$ cat src/rtl/uart_pkg.sv
// Shared UART definitions: receiver FSM states, frame width and the baud divider.
package uart_pkg;

  localparam int DATA_BITS = 8;

  typedef enum logic [2:0] {IDLE, START, DATA, STOP, BREAK} rx_state_t;

  // Rounded clocks per oversample tick; never below one.
  function automatic int calc_div(input int clk_freq, input int baud, input int os);
    int d;
    d = (clk_freq + (baud * os) / 2) / (baud * os);
    return (d < 1) ? 1 : d;
  endfunction

endpackage

$ cat src/rtl/uart_byte_fifo.sv
// Synchronous FIFO with first-word-fall-through head; a push into a full FIFO
// is only accepted when a pop frees a slot in the same cycle.
module uart_byte_fifo #(
  parameter int DEPTH = 16,
  parameter int WIDTH = 8
) (
  input  logic                     clk,
  input  logic                     rst_n,
  input  logic                     push,
  input  logic [WIDTH-1:0]         push_data,
  input  logic                     pop,
  output logic [WIDTH-1:0]         head,
  output logic                     empty,
  output logic                     drop,
  output logic [$clog2(DEPTH):0]   count
);

  localparam int AW = $clog2(DEPTH);

  logic [WIDTH-1:0] mem [DEPTH];
  logic [AW-1:0]    wr_ptr, rd_ptr;
  logic             full, push_ok, pop_ok;

  assign empty   = (count == '0);
  assign full    = (count == (AW+1)'(DEPTH));
  assign pop_ok  = pop && !empty;
  assign push_ok = push && (!full || pop_ok);
  assign drop    = push && !push_ok;
  // Head reads as zero when empty so the output is defined out of reset.
  assign head    = empty ? '0 : mem[rd_ptr];

  always_ff @(posedge clk or negedge rst_n) begin
    if (!rst_n) begin
      wr_ptr <= '0;
      rd_ptr <= '0;
      count  <= '0;
    end else begin
      if (push_ok) wr_ptr <= wr_ptr + 1'b1;
      if (pop_ok)  rd_ptr <= rd_ptr + 1'b1;
      case ({push_ok, pop_ok})
        2'b10:   count <= count + 1'b1;
        2'b01:   count <= count - 1'b1;
        default: count <= count;
      endcase
    end
  end

  always_ff @(posedge clk) begin
    if (push_ok) mem[wr_ptr] <= push_data;
  end

endmodule

$ cat src/rtl/uart_rx_buffered.sv
// Oversampling 8N1 receiver feeding a byte FIFO, with sticky overrun and
// framing-error flags.
module uart_rx_buffered
  import uart_pkg::*;
#(
  parameter int CLK_FREQ   = 50000000,
  parameter int BAUD       = 9600,
  parameter int OVERSAMPLE = 16,
  parameter int FIFO_DEPTH = 16
) (
  input  logic                          clk,
  input  logic                          rst_n,
  input  logic                          rxd,
  output logic [7:0]                    rx_data,
  output logic                          rx_ready,
  input  logic                          rx_clear,
  output logic [$clog2(FIFO_DEPTH):0]   rx_count,
  output logic                          overrun,
  output logic                          frame_err,
  input  logic                          err_clear
);

  localparam int DIV = calc_div(CLK_FREQ, BAUD, OVERSAMPLE);
  localparam int TW  = (DIV > 1) ? $clog2(DIV) : 1;
  localparam int OW  = $clog2(OVERSAMPLE);

  logic                 sync1, rxs;
  logic [TW-1:0]        tick_cnt;
  logic                 tick, restart, decide, maj;
  logic [OW-1:0]        os_cnt;
  logic [2:0]           bit_cnt;
  logic [1:0]           smp;
  logic [DATA_BITS-1:0] shreg;
  rx_state_t            state;
  logic                 push, bad_stop, empty, drop;

  always_ff @(posedge clk or negedge rst_n) begin
    if (!rst_n) begin
      sync1 <= 1'b1;
      rxs   <= 1'b1;
    end else begin
      sync1 <= rxd;
      rxs   <= sync1;
    end
  end

  assign tick     = (tick_cnt == TW'(DIV - 1));
  assign restart  = (state == IDLE) && !rxs;
  // Decision on the third mid-bit sample; the first two are already stored.
  assign decide   = tick && (os_cnt == OW'(OVERSAMPLE / 2 + 1));
  assign maj      = (smp[0] & smp[1]) | (smp[0] & rxs) | (smp[1] & rxs);
  assign push     = (state == STOP) && decide && maj;
  assign bad_stop = (state == STOP) && decide && !maj;

  always_ff @(posedge clk or negedge rst_n) begin
    if (!rst_n) begin
      state    <= IDLE;
      tick_cnt <= '0;
      os_cnt   <= '0;
      bit_cnt  <= '0;
      smp      <= '0;
      shreg    <= '0;
    end else begin
      tick_cnt <= (tick || restart) ? '0 : tick_cnt + 1'b1;
      if (tick) begin
        if (os_cnt == OW'(OVERSAMPLE / 2 - 1)) smp[0] <= rxs;
        if (os_cnt == OW'(OVERSAMPLE / 2))     smp[1] <= rxs;
        os_cnt <= (os_cnt == OW'(OVERSAMPLE - 1)) ? '0 : os_cnt + 1'b1;
      end
      case (state)
        IDLE: if (!rxs) begin
          state   <= START;
          os_cnt  <= '0;
          bit_cnt <= '0;
        end
        START: if (decide) state <= maj ? IDLE : DATA;
        DATA: if (decide) begin
          shreg   <= {maj, shreg[DATA_BITS-1:1]};
          bit_cnt <= bit_cnt + 1'b1;
          if (bit_cnt == 3'(DATA_BITS - 1)) state <= STOP;
        end
        // Leave at mid-stop so a back-to-back start edge is not missed.
        STOP:    if (decide) state <= maj ? IDLE : BREAK;
        BREAK:   if (rxs) state <= IDLE;
        default: state <= IDLE;
      endcase
    end
  end

  always_ff @(posedge clk or negedge rst_n) begin
    if (!rst_n) begin
      frame_err <= 1'b0;
      overrun   <= 1'b0;
    end else begin
      if (bad_stop)       frame_err <= 1'b1;
      else if (err_clear) frame_err <= 1'b0;
      if (drop)           overrun <= 1'b1;
      else if (err_clear) overrun <= 1'b0;
    end
  end

  uart_byte_fifo #(.DEPTH(FIFO_DEPTH), .WIDTH(DATA_BITS)) u_fifo (
    .clk       (clk),
    .rst_n     (rst_n),
    .push      (push),
    .push_data (shreg),
    .pop       (rx_clear),
    .head      (rx_data),
    .empty     (empty),
    .drop      (drop),
    .count     (rx_count)
  );

  assign rx_ready = !empty;

endmodule

$ cat config.mk
export PLATFORM = sky130hd
export DESIGN_NAME = uart_rx_buffered
export DESIGN_NICKNAME = d
export VERILOG_FILES = /design/src/rtl/uart_pkg.sv /design/src/rtl/uart_byte_fifo.sv /design/src/rtl/uart_rx_buffered.sv
export SDC_FILE = /design/constraint.sdc
export NUM_CORES = 1
export LEC_CHECK = 0
export BUFFER_PORTS_ARGS = -buffer_cell sky130_fd_sc_hd__clkbuf_2
export CORE_ASPECT_RATIO = 1.4
export CORE_MARGIN = 4
export CORE_UTILIZATION = 55
export CTS_CLUSTER_DIAMETER = 60
export DETAILED_ROUTE_END_ITERATION = 12
export PLACE_DENSITY = 0.79
export SLEW_MARGIN = 40
export SYNTH_ARGS = -nofsm -noshare
export SYNTH_HDL_FRONTEND = slang
export SYNTH_SLANG_ARGS = --single-unit
$ cat constraint.sdc
create_clock -name clk -period 4.32 [get_ports clk]
set_clock_uncertainty 0.05 [all_clocks]
set_input_delay 0.864 -clock clk [delete_from_list [all_inputs] [get_ports clk]]
set_output_delay 0.864 -clock clk [all_outputs]
set_load 0.05 [all_outputs]
==> out/summary.txt <==
Ant diodes: 0
CTS buffer count: 17
Post-cts resize count: 0
Largest net degree at the start of global routing: 47
TritonCTS clock tree: built
Syn Inst Count: 414
Setup crit start kind: register
M1 wire length: 5431 um
Status: finished clean
Hold bufs inserted after CTS: 0
Pwr Density: 505.2 mW/mm2
Period utilisation layout: 0.8541
Via count: 3677
Worst hold stages: 0
EDFF count, synth: 128
Clock-pin slew of the registers on the worst-case setup and hold paths: 0.06 ns
Sequential area share after synthesis: 0.6891
Unrepaired setup endpoints after global routing: false
CTS sink cnt: 174
Core Rows: 49
Top Layer Used: met4
Flop2flop setup slack: 1.33 ns
Tmin final: 3.690 ns
# DRC: 0
Detail Placement HPWL: 9133 um
Root Buffer Master: clkbuf_16
Vias per cell: 6.018
Grt ovf: 0
TNS Setup: 0 ns
Total Routed Length: 13990 um
Initial antenna violation count: 0
WL met2: 7648 um
Syn_area_per_cell: 17.52 um2
Ys async rst share: 0.2644
Leak: 0.003289 uW
Total die area: 0.01511 mm2
Relative slew slack: 0.5278
CP max FO: 25
Final Wtd Congestion: 0.7838
Overall Power: 4137 uW
#FFs+latches synth: 174
# IOs: 21
Final antenna-violating net count: 0
Share of layout cells above drive strength 1: 0.2860
Reg-to-Reg Start: tick_cnt[3]
Synth cell types: 47
VDD IR max: 0.4016 mV
Crit. Startpoint: u_fifo.rd_ptr[0]
Longest Clk Path Bufs: 2
Die width: 105.0 um
GRT Total Usage: 0.2026
Crit path capture type: output port
Synth-to-layout area growth: 12.92%
Syn Nets: 435
Max Clk Rate: 271.0 MHz
Core area: 0.01287 mm2
Detail Route met3 WL: 648 um
Initial Utilization: 0.5633
MaxCap Viol Count: 0
Post-CTS Setup Bufs: 0
First-pass GRT wire length: 22290 um
Synth Cell Area: 0.007252 mm2
Per-cell routed wire length: 22.90 um
Final setup fails: 0
Setup crit end: rx_data[0]
Final core occ: 0.6361
Critical Path AT: 2.78 ns
Worst R2R End: u_fifo.mem[15][5]
Clk_lat worst skew: 0.43 ns
Vias in the first global route: 3877
Drt initial violations: 305
Critical path required time: 3.41 ns
Crit path kind: register to output port
H-Tree Level Count: 4
Yosys warns: 0
Least-Margin Pin Slew: 0.7084 ns
Max-slew violations: 0
Min-delay worst type: register to register
Drt pass-1 iters: 5
NumNets Final: 466
Number of port buffers: 20
Cell depth of the worst flop-to-flop path: 5
Final Hold Fails: 0
Dominant synthesized flop cell: edfxtp_1
Chip Height: 143.9 um
==> synthesized netlist by cell type (2+ instances only) <==
cell / count / area [um2]
edfxtp_1: 128 / 3844
dfrtp_1: 44 / 1101
mux4_2: 40 / 900.9
nor2_1: 32 / 120.1
nand2_1: 21 / 78.83
inv_1: 16 / 60.06
ha_1: 15 / 187.7
xnor2_1: 14 / 122.6
nor2b_1: 9 / 56.30
mux2_2: 8 / 90.09
nand3_1: 8 / 40.04
clkbuf_1: 7 / 26.28
nor3_1: 7 / 35.03
a21oi_1: 5 / 25.02
nand4_1: 5 / 31.28
o21ai_0: 5 / 25.02
buf_2: 4 / 20.02
xor2_1: 4 / 35.03
and3_1: 3 / 18.77
buf_1: 3 / 11.26
mux2_1: 3 / 33.78
a21o_1: 2 / 15.01
and3b_1: 2 / 17.52
dfstp_2: 2 / 52.55
mux2_4: 2 / 30.03
mux2i_1: 2 / 20.02
nand2b_1: 2 / 12.51
nor4b_4: 2 / 47.55
==> stage by stage <==
stage,setup WS (ns),cells,hold slack [ns],instance area (um2)
floorplan,1.320,414,0.2952,7252
global placement,1.040,579,0.2959,7545
detailed placement,1.017,579,0.3010,7580
CTS,0.5638,611,0.3113,8189
global route,0.4508,611,0.3199,8189
finish,0.6304,611,0.3119,8189
==> routing by layer <==
| metal | vias up | GRT usage |
|---|---|---|
| met5 | - | 0 |
| met4 | 0 | 0.07326 |
| met3 | 13 | 0.04000 |
| met2 | 117 | 0.3581 |
| met1 | 1887 | 0.2504 |
| li1 | 1660 | - |
==> cells by family after synthesis <==
| kind of cell | after synthesis | synth area share |
|---|---|---|
| xor+xnor | 18 | 0.02174 |
| flops | 174 | 0.6891 |
| mux | 55 | 0.1482 |
| simple gates | 99 | 0.07436 |
| fa+ha+maj | 17 | 0.03002 |
| compound gates | 21 | 0.02036 |
| buf+inv | 30 | 0.01622 |
==> power by group <==
group	internal (uW)	switching, uW
logic	291	340
clock network	920	644
registers	1820	120
==> flip-flops by register name, indices dropped and copies added, names as in the netlist <==
signal and cells:
os_cnt 4, u_fifo.mem 128, overrun 1, state 3, rxs 1, u_fifo.count 5
smp 2, bit_cnt 3, tick_cnt 9, frame_err 1, u_fifo.wr_ptr 4, u_fifo.rd_ptr 4
sync1 1, shreg 8
==> worst min-delay path by stage <==
stage          slack, ns  startpoint  endpoint
3_3_place_gp        0.30       sync1       rxs
5_1_grt             0.32       sync1       rxs
2_1_floorplan       0.30       sync1       rxs
4_1_cts             0.31       sync1       rxs
3_5_place_dp        0.30       sync1       rxs
6_report            0.31       sync1       rxs
==> critical path, cell delays in order (launching register included) <==
cell	delay, ns
dfrtp_2	0.61
buf_12	0.28
mux4_2	0.52
mux4_2	0.49
nor2b_1	0.16
clkbuf_2	0.27
==> final cells by class <==
class / instances / area (um2)
Clock buffer: 18 / 429.2
Timing Repair Buffer: 26 / 160.2
Tap cell: 153 / 191.4
Inverter: 16 / 60.06
Clock inverter: 14 / 180.2
Fill cell: 885 / 4686
Multi-Input combinational cell: 210 / 2170
Sequential cell: 174 / 4999
==> placed cells by master, fill, tap and decap left out, types with 2 or more instances in the layout <==
master,netlist,final
edfxtp_1,128,128
dfrtp_1,44,43
mux4_2,40,40
nand2_1,21,21
nor2_1,32,19
clkbuf_2,0,19
clkbuf_16,0,17
inv_1,16,16
ha_1,15,15
xnor2_1,14,14
nor2_2,0,13
nor2b_1,9,9
nand3_1,8,8
mux2_2,8,8
nor3_1,7,7
a21oi_1,5,5
nand4_1,5,5
o21ai_0,5,5
buf_4,0,5
xor2_1,4,4
inv_6,0,4
clkinvlp_4,0,4
and3_1,3,3
mux2_1,3,3
bufinv_16,0,3
and3b_1,2,2
nand2b_1,2,2
nor4b_4,2,2
a21o_1,2,2
mux2_4,2,2
mux2i_1,2,2
dfstp_2,2,2
Power figures use the tool's default switching activity.
